### src/rtl/rf_pkg.sv
// Shared register-file write types and widths.
// Used by the writeback stage, the long-latency FIFO and the write-port arbiter.
package rf_pkg;

    localparam int unsigned REG_IDX_W = 5;
    localparam int unsigned DATA_W    = 16;
    localparam int unsigned NUM_REGS  = 32;

    // One register-file write: enable, destination, data.
    typedef struct packed {
        logic                 en;
        logic [REG_IDX_W-1:0] index;
        logic [DATA_W-1:0]    data;
    } rf_wr_t;

    // One buffered long-latency result.
    typedef struct packed {
        logic [REG_IDX_W-1:0] index;
        logic [DATA_W-1:0]    data;
    } ll_entry_t;

    // Owner of the write port in the current cycle.
    typedef enum logic [1:0] {
        GRANT_NONE = 2'd0,
        GRANT_WB   = 2'd1,
        GRANT_LL   = 2'd2
    } grant_e;

endpackage

### src/rtl/rf_write_arbiter_if.sv
// Bundle of the writeback, long-latency, issue, hazard and RF write signals.
//   master : pipeline side (drives WB_*, LL_VALID/INDEX/DATA, ISSUE_*)
//   slave  : arbiter side (drives LL_READY, STALL_WB, BUSY_MASK, WRITE_*_RF)
interface rf_write_arbiter_if
    import rf_pkg::*;
();

    logic                 WB_EN;
    logic [REG_IDX_W-1:0] WB_INDEX;
    logic [DATA_W-1:0]    WB_DATA;
    logic                 LL_VALID;
    logic [REG_IDX_W-1:0] LL_INDEX;
    logic [DATA_W-1:0]    LL_DATA;
    logic                 LL_READY;
    logic                 ISSUE_EN;
    logic [REG_IDX_W-1:0] ISSUE_INDEX;
    logic                 STALL_WB;
    logic [NUM_REGS-1:0]  BUSY_MASK;
    logic                 WRITE_EN_RF;
    logic [REG_IDX_W-1:0] WRITE_INDEX_RF;
    logic [DATA_W-1:0]    WRITE_DATA_RF;

    modport master (
        output WB_EN, WB_INDEX, WB_DATA,
        output LL_VALID, LL_INDEX, LL_DATA,
        output ISSUE_EN, ISSUE_INDEX,
        input  LL_READY, STALL_WB, BUSY_MASK,
        input  WRITE_EN_RF, WRITE_INDEX_RF, WRITE_DATA_RF
    );

    modport slave (
        input  WB_EN, WB_INDEX, WB_DATA,
        input  LL_VALID, LL_INDEX, LL_DATA,
        input  ISSUE_EN, ISSUE_INDEX,
        output LL_READY, STALL_WB, BUSY_MASK,
        output WRITE_EN_RF, WRITE_INDEX_RF, WRITE_DATA_RF
    );

endinterface

### src/rtl/rf_ll_fifo.sv
// Long-latency result FIFO, DEPTH entries (power of two, >= 2).
//   push/push_index/push_data : write an entry (ignored when full)
//   pop                       : drop the head entry (ignored when empty)
//   full/empty                : derived from the registered occupancy only
//   head_index/head_data      : current head entry
module rf_ll_fifo
    import rf_pkg::*;
#(
    parameter int unsigned DEPTH = 2
) (
    input  logic                 clk,
    input  logic                 rst_n,
    input  logic                 push,
    input  logic [REG_IDX_W-1:0] push_index,
    input  logic [DATA_W-1:0]    push_data,
    input  logic                 pop,
    output logic                 full,
    output logic                 empty,
    output logic [REG_IDX_W-1:0] head_index,
    output logic [DATA_W-1:0]    head_data
);

    localparam int unsigned PTR_W = $clog2(DEPTH);
    localparam int unsigned CNT_W = PTR_W + 1;

    ll_entry_t         mem [DEPTH];
    logic [PTR_W-1:0]  wr_ptr;
    logic [PTR_W-1:0]  rd_ptr;
    logic [CNT_W-1:0]  count;
    logic              push_ok;
    logic              pop_ok;

    assign full    = (count == CNT_W'(DEPTH));
    assign empty   = (count == '0);
    assign push_ok = push && !full;
    assign pop_ok  = pop && !empty;

    assign head_index = mem[rd_ptr].index;
    assign head_data  = mem[rd_ptr].data;

    // Storage, pointers (wrap naturally at DEPTH) and occupancy.
    always_ff @(posedge clk or negedge rst_n) begin
        if (!rst_n) begin
            for (int i = 0; i < int'(DEPTH); i++) begin
                mem[i] <= '0;
            end
            wr_ptr <= '0;
            rd_ptr <= '0;
            count  <= '0;
        end else begin
            if (push_ok) begin
                mem[wr_ptr] <= '{index: push_index, data: push_data};
                wr_ptr      <= wr_ptr + PTR_W'(1);
            end
            if (pop_ok) begin
                rd_ptr <= rd_ptr + PTR_W'(1);
            end
            if (push_ok && !pop_ok) begin
                count <= count + CNT_W'(1);
            end else if (pop_ok && !push_ok) begin
                count <= count - CNT_W'(1);
            end
        end
    end

endmodule

### src/rtl/rf_write_arbiter.sv
// Register-file write-port arbiter.
// Merges in-order writeback results with buffered long-latency results,
// stalls writeback after the FIFO head has lost STARVE_MAX arbitrations in a
// row, and tracks registers with outstanding long-latency results.
//   clk, rst_n : clock, asynchronous active-low reset
//   bus        : slave side of rf_write_arbiter_if (WB, LL, issue, RF write)
module rf_write_arbiter
    import rf_pkg::*;
#(
    parameter int unsigned DEPTH      = 2,
    parameter int unsigned STARVE_MAX = 4
) (
    input  logic               clk,
    input  logic               rst_n,
    rf_write_arbiter_if.slave  bus
);

    localparam int unsigned STARVE_W = $clog2(STARVE_MAX + 1);

    logic                 fifo_full;
    logic                 fifo_empty;
    logic                 fifo_push;
    logic                 fifo_pop;
    logic [REG_IDX_W-1:0] head_index;
    logic [DATA_W-1:0]    head_data;

    grant_e               grant_c;
    logic                 stall_q, stall_d;
    logic [STARVE_W-1:0]  starve_q, starve_d;
    logic [NUM_REGS-1:0]  busy_q, busy_d;
    rf_wr_t               wr_q, wr_d;

    assign fifo_push = bus.LL_VALID && !fifo_full;
    assign fifo_pop  = (grant_c == GRANT_LL);

    rf_ll_fifo #(
        .DEPTH (DEPTH)
    ) u_ll_fifo (
        .clk        (clk),
        .rst_n      (rst_n),
        .push       (fifo_push),
        .push_index (bus.LL_INDEX),
        .push_data  (bus.LL_DATA),
        .pop        (fifo_pop),
        .full       (fifo_full),
        .empty      (fifo_empty),
        .head_index (head_index),
        .head_data  (head_data)
    );

    // Grant: a stall cycle belongs to the FIFO (or nobody), else WB has priority.
    always_comb begin
        grant_c = GRANT_NONE;
        if (stall_q) begin
            if (!fifo_empty) begin
                grant_c = GRANT_LL;
            end
        end else if (bus.WB_EN) begin
            grant_c = GRANT_WB;
        end else if (!fifo_empty) begin
            grant_c = GRANT_LL;
        end
    end

    // Next state: RF write register, starvation counter/stall, scoreboard.
    always_comb begin
        wr_d     = wr_q;
        wr_d.en  = 1'b0;
        stall_d  = 1'b0;
        starve_d = starve_q;
        busy_d   = busy_q;

        case (grant_c)
            GRANT_LL: wr_d = '{en: 1'b1, index: head_index, data: head_data};
            GRANT_WB: wr_d = '{en: 1'b1, index: bus.WB_INDEX, data: bus.WB_DATA};
            default:  ;
        endcase

        // The stall is raised on the same edge the counter hits the limit.
        if (fifo_empty || grant_c == GRANT_LL) begin
            starve_d = '0;
        end else if (grant_c == GRANT_WB) begin
            if (starve_q == STARVE_W'(STARVE_MAX - 1)) begin
                starve_d = '0;
                stall_d  = 1'b1;
            end else begin
                starve_d = starve_q + STARVE_W'(1);
            end
        end

        // Clear first so a same-index issue in this cycle wins.
        if (grant_c == GRANT_LL) begin
            busy_d[head_index] = 1'b0;
        end
        if (bus.ISSUE_EN) begin
            busy_d[bus.ISSUE_INDEX] = 1'b1;
        end
    end

    // State and output registers.
    always_ff @(posedge clk or negedge rst_n) begin
        if (!rst_n) begin
            wr_q     <= '0;
            stall_q  <= 1'b0;
            starve_q <= '0;
            busy_q   <= '0;
        end else begin
            wr_q     <= wr_d;
            stall_q  <= stall_d;
            starve_q <= starve_d;
            busy_q   <= busy_d;
        end
    end

    assign bus.LL_READY       = !fifo_full;
    assign bus.STALL_WB       = stall_q;
    assign bus.BUSY_MASK      = busy_q;
    assign bus.WRITE_EN_RF    = wr_q.en;
    assign bus.WRITE_INDEX_RF = wr_q.index;
    assign bus.WRITE_DATA_RF  = wr_q.data;

endmodule

### src/flat_wrapper.sv
// flat-port wrapper written by rule: the top's interface ports become plain ports
module rf_write_arbiter_flat import rf_pkg::*;
#(
    parameter int unsigned DEPTH      = 2,
    parameter int unsigned STARVE_MAX = 4
)
  (clk, rst_n, bus_WB_EN, bus_WB_INDEX, bus_WB_DATA, bus_LL_VALID, bus_LL_INDEX, bus_LL_DATA, bus_ISSUE_EN, bus_ISSUE_INDEX, bus_LL_READY, bus_STALL_WB, bus_BUSY_MASK, bus_WRITE_EN_RF, bus_WRITE_INDEX_RF, bus_WRITE_DATA_RF);
  rf_write_arbiter_if bus_i ();
  input  logic clk;
  input  logic rst_n;
  input wire logic [$bits(bus_i.WB_EN)-1:0] bus_WB_EN;
  input wire logic [$bits(bus_i.WB_INDEX)-1:0] bus_WB_INDEX;
  input wire logic [$bits(bus_i.WB_DATA)-1:0] bus_WB_DATA;
  input wire logic [$bits(bus_i.LL_VALID)-1:0] bus_LL_VALID;
  input wire logic [$bits(bus_i.LL_INDEX)-1:0] bus_LL_INDEX;
  input wire logic [$bits(bus_i.LL_DATA)-1:0] bus_LL_DATA;
  input wire logic [$bits(bus_i.ISSUE_EN)-1:0] bus_ISSUE_EN;
  input wire logic [$bits(bus_i.ISSUE_INDEX)-1:0] bus_ISSUE_INDEX;
  output wire logic [$bits(bus_i.LL_READY)-1:0] bus_LL_READY;
  output wire logic [$bits(bus_i.STALL_WB)-1:0] bus_STALL_WB;
  output wire logic [$bits(bus_i.BUSY_MASK)-1:0] bus_BUSY_MASK;
  output wire logic [$bits(bus_i.WRITE_EN_RF)-1:0] bus_WRITE_EN_RF;
  output wire logic [$bits(bus_i.WRITE_INDEX_RF)-1:0] bus_WRITE_INDEX_RF;
  output wire logic [$bits(bus_i.WRITE_DATA_RF)-1:0] bus_WRITE_DATA_RF;
  assign bus_i.WB_EN = bus_WB_EN;
  assign bus_i.WB_INDEX = bus_WB_INDEX;
  assign bus_i.WB_DATA = bus_WB_DATA;
  assign bus_i.LL_VALID = bus_LL_VALID;
  assign bus_i.LL_INDEX = bus_LL_INDEX;
  assign bus_i.LL_DATA = bus_LL_DATA;
  assign bus_i.ISSUE_EN = bus_ISSUE_EN;
  assign bus_i.ISSUE_INDEX = bus_ISSUE_INDEX;
  assign bus_LL_READY = bus_i.LL_READY;
  assign bus_STALL_WB = bus_i.STALL_WB;
  assign bus_BUSY_MASK = bus_i.BUSY_MASK;
  assign bus_WRITE_EN_RF = bus_i.WRITE_EN_RF;
  assign bus_WRITE_INDEX_RF = bus_i.WRITE_INDEX_RF;
  assign bus_WRITE_DATA_RF = bus_i.WRITE_DATA_RF;
  rf_write_arbiter #(.DEPTH(DEPTH), .STARVE_MAX(STARVE_MAX)) u_core (.clk(clk), .rst_n(rst_n), .bus(bus_i));
endmodule
### config.mk
export PLATFORM = sky130hd
export DESIGN_NAME = rf_write_arbiter_flat
export DESIGN_NICKNAME = d
export VERILOG_FILES = /design/src/rtl/rf_pkg.sv /design/src/rtl/rf_write_arbiter_if.sv /design/src/rtl/rf_ll_fifo.sv /design/src/rtl/rf_write_arbiter.sv /design/src/flat_wrapper.sv
export SDC_FILE = /design/constraint.sdc
export NUM_CORES = 1
export LEC_CHECK = 0
export CAP_MARGIN = 5
export CORE_ASPECT_RATIO = 1.5
export CORE_MARGIN = 2
export CORE_UTILIZATION = 34
export CTS_CLUSTER_DIAMETER = 200
export DETAILED_ROUTE_END_ITERATION = 10
export PLACE_DENSITY = 0.56
export SLEW_MARGIN = 40
export SYNTH_ARGS = -nofsm -noshare
export SYNTH_HDL_FRONTEND = slang
export SYNTH_SLANG_ARGS = --single-unit
### constraint.sdc
create_clock -name clk -period 3.5 [get_ports clk]
set_clock_uncertainty 0.15 [all_clocks]
set_input_delay 0.525 -clock clk [delete_from_list [all_inputs] [get_ports clk]]
set_output_delay 0.525 -clock clk [all_outputs]
set_load 0.1 [all_outputs]
==> run_results.csv <==
group,metric,value,unit
timing,relSlewSlack,51.0,%
clock_tree,cts_root_buf,"clkbuf_16",
yosys,synthCells,432,
setup_path,arrival,2190,ps
timing,finalSetupViolations,0,
setup_path,critical_path_required,3580,ps
place,dpl-instance-area,6130,sq um
finish,nNetsFinal,580,
drt,firstDrtPassIters,5,
drt,routed_via_density,5.48,
timing,whs,303,ps
finish,final-seq-area,2600,sq um
global_route,track_usage,17.1,%
yosys,yosysSeqAreaShare,50.9,%
setup_path,cp_common_cell,"xor2_1",
pwr,powerDensity,1080,nW/um^2
place,gp_congestion,0.734,
timing,worst_slew_pin_slew,734,ps
pwr,pwr-share-seq,28.2,%
yosys,ys_top_cells_by_area,"dfrtp_1, mux2_2, o21ai_0",
clock_tree,clock-sinks,104,
timing,fin_crit_sh,60.4,%
yosys,yosysWarnings,0,
floorplanning,core_area,14700,sq um
drt,top_layer,"met4",
finish,layout.cells.non_filler,727,
yosys,synth_top_area_share,50.9,%
floorplanning,fp.dieH,154,microns
pwr,comb_power_share,55.8,%
pwr,p_sw,3400,uW
yosys,synth_area_per_cell,11.8,sq um
yosys,synth_area,5110,sq um
setup_path,crit_path_start_kind,"flip-flop",
finish,n_antenna_cell,0,
yosys,yosysTopAreaCell,"dfrtp_1",
floorplanning,row_count,54,
global_route,antenna_found_initial,0,
clock_tree,h-tree-depth,3,
timing,fin_crit,2110,ps
drt,vias,3987,
setup_path,cp_cell_sequence,"nor2_4 -> or2_2 -> ha_1 -> xor2_1 -> nor2_1 -> xor2_1",
clock_tree,worstSkewPairLatency,350,ps
floorplanning,pin_count,108,
clock_tree,cts_tree,"yes",
yosys,synth.net_count,486,
yosys,synth_edf_count,0,
flow_run,maxCapViolations,0,
floorplanning,fp.dieArea,16100,sq um
finish,fill_cells,1395,
clock_tree,clk_path_buf_depth,2,
timing,hold_viol_final,0,
setup_path,max_stage_delay,610,ps
pwr,ir_worst_vdd,0.489,mV
setup_path,endpoint_kind,"flip-flop",
yosys,yosys.cell_types.count,29,
drt,m1WireLength,5500,microns
finish,drive_gt1_share,30.3,%
yosys,yosys.cell_count.top_type,"dfrtp_1",
clock_tree,cts.clk_slew.worst_paths,70,ps
drt,dr_wl_met2,7050,microns
clock_tree,postCtsHoldBufs,1,
setup_path,crit_type,"flip-flop to flip-flop",
timing,fmaxAchievable,0.473,GHz
yosys,synthTopCellsByCount,"dfrtp_1, mux2_2, o21ai_0, nand3_1, a22oi_1",
place,port_buffers,107,
place,dp_hpwl,8960,microns
outcome,run_status,"finished, final reports clean",
place,dp.cells,710,
pwr,p_sw_share,48.7,%
setup_path,worst-path-buf-inv,0,
timing,finalSetupTns,0,ps
finish,multi_input_area,2360,sq um
timing,timing.final.max_slew_violations,0,
finish,area_growth,26.7,%
floorplanning,start_util,34.9,%
clock_tree,cts_buffers,9,
pwr,p_int,3580,uW
global_route,grt_max_degree,78,
finish,stdcell_area,6480,sq um
timing,rsz0062_at_grt,"no",
setup_path,crit_family,"simple AND/OR/NAND/NOR gates",
hold_path,holdCritPathClass,"flip-flop to flip-flop",
yosys,async_flop_share,100,%
drt,totalWireLength,13600,microns
drt,ant_nets,0,
yosys,ys_seq_elements,104,
drt,drcViolationCount,0,
pwr,p_leak,0.00259,uW
global_route,grt-ovfl-total,0,
drt,wl_met3,790,microns
drt,routedWlPerCell,18.6,microns
pwr,p_clk_share,16.0,%
floorplanning,die_w,104,microns
clock_tree,postCtsSetupRepairBufs,0,
setup_path,critPathMaxFanout,17,
global_route,grt_pass1_wl,22100,microns
drt,first_iter_violations,175,
clock_tree,cts_resized,0,
yosys,synth_ff_type,"dfrtp_1",
global_route,grt_pass1_vias,4089,
setup_path,worst_path_max_delay_cell,"nor2_4",
==> power by group through the flow <==
stage / clock network (uW) / logic, uW / registers [uW]
after detailed placement: 0 / 3910 / 1990
after global placement: 0 / 3970 / 1960
final: 1120 / 3890 / 1970
after floorplan: 0 / 2020 / 3020
after CTS: 1150 / 3910 / 1970
after global routing: 1190 / 4140 / 2040
==> final cells by class <==
cell class / count / area share, %
timing repair buffer: 118 / 14.4
sequential: 104 / 40.2
tap: 196 / 3.79
clock inverter: 6 / 1.41
clock buffer: 10 / 3.69
multi-input combinational: 293 / 36.5
==> per-layer routing <==
layer	track usage, %	up-vias
met5	0	-
met4	5.73	0
met3	3.67	17
met2	30.0	148
met1	21.0	1994
li1	-	1828
==> cells by family (layout without fill, tap and decap cells) <==
kind of cell	Yosys count	after routing	share of synthesized area, %
multiplexers	89	89	19.2
AO/OA/AOI/OAI	118	118	16.8
XOR/XNOR	5	5	0.857
buffers and inverters	35	134	3.62
AND/OR/NAND/NOR	79	79	8.17
flip-flops	104	104	50.9
adder cells (fa/ha/maj)	2	2	0.489
==> sequential cells by signal, summed over array words and instances (netlist names) <==
name                       cells
u_core.u_ll_fifo.mem          42
u_core.bus.BUSY_MASK          32
u_core.bus.WRITE_DATA_RF      16
u_core.bus.WRITE_INDEX_RF      5
u_core.starve_q                3
u_core.u_ll_fifo.count         2
u_core.bus.STALL_WB            1
u_core.bus.WRITE_EN_RF         1
u_core.u_ll_fifo.rd_ptr        1
u_core.u_ll_fifo.wr_ptr        1
==> worst reg2reg max path, stage by stage, from the launching register on <==
cell,delay (ps)
dfrtp_1,460
nor2_4,610
or2_2,270
ha_1,170
xor2_1,140
nor2_1,60
xor2_1,130
==> path summary, 6_finish.rpt <==
path                                           startpoint                   endpoint  slack, ps  cells after the start
worst max-delay path            u_core.u_ll_fifo.count[0]  u_core.u_ll_fifo.count[1]       1390                      6
worst min-delay path                   u_core.starve_q[0]         u_core.starve_q[0]        300                      1
worst max register to register  u_core.u_ll_fifo.count[0]  u_core.u_ll_fifo.count[1]       1390                      6
worst min register to register         u_core.starve_q[0]         u_core.starve_q[0]        300                      1
max in group asynchronous                           rst_n    u_core.u_ll_fifo.rd_ptr       1910                      3
min in group asynchronous                           rst_n    u_core.bus.BUSY_MASK[5]        500                      2
==> metrics by stage <==
step	util (%)	power, uW	setup slack, ps
after floorplan	-	5050	1070
after global routing	44.2	7370	1240
after CTS	44.1	7020	1300
final	44.2	6980	1390
after detailed placement	41.8	5890	1170
after global placement	43.3	5930	1230
==> layout by cell type, fill, tap and decap left out <==
cell type,synthesis,final
a22oi_1,32,32
and2_1,1,1
and3_1,2,2
and3b_1,6,6
and4b_1,1,1
buf_12,0,3
buf_2,16,46
buf_4,1,18
bufinv_16,0,2
clkbuf_16,0,9
clkbuf_8,0,1
clkdlybuf4s50_1,0,50
clkinvlp_4,0,3
dfrtp_1,104,103
dfrtp_2,0,1
dlygate4sd3_1,0,1
ha_1,2,2
inv_6,0,1
mux2_2,61,61
mux2_4,2,2
mux2i_1,25,24
mux2i_4,0,2
nand2_1,21,21
nand2b_1,3,3
nand3_1,33,33
nor2_1,3,2
nor2_4,0,1
nor2b_4,0,1
nor3_1,1,1
nor3b_1,6,6
o21ai_0,54,54
o41ai_1,23,23
o41ai_2,9,9
or2_2,1,1
xnor2_1,2,2
xor2_1,3,3
No activity file was read; power rests on OpenSTA's default activity.
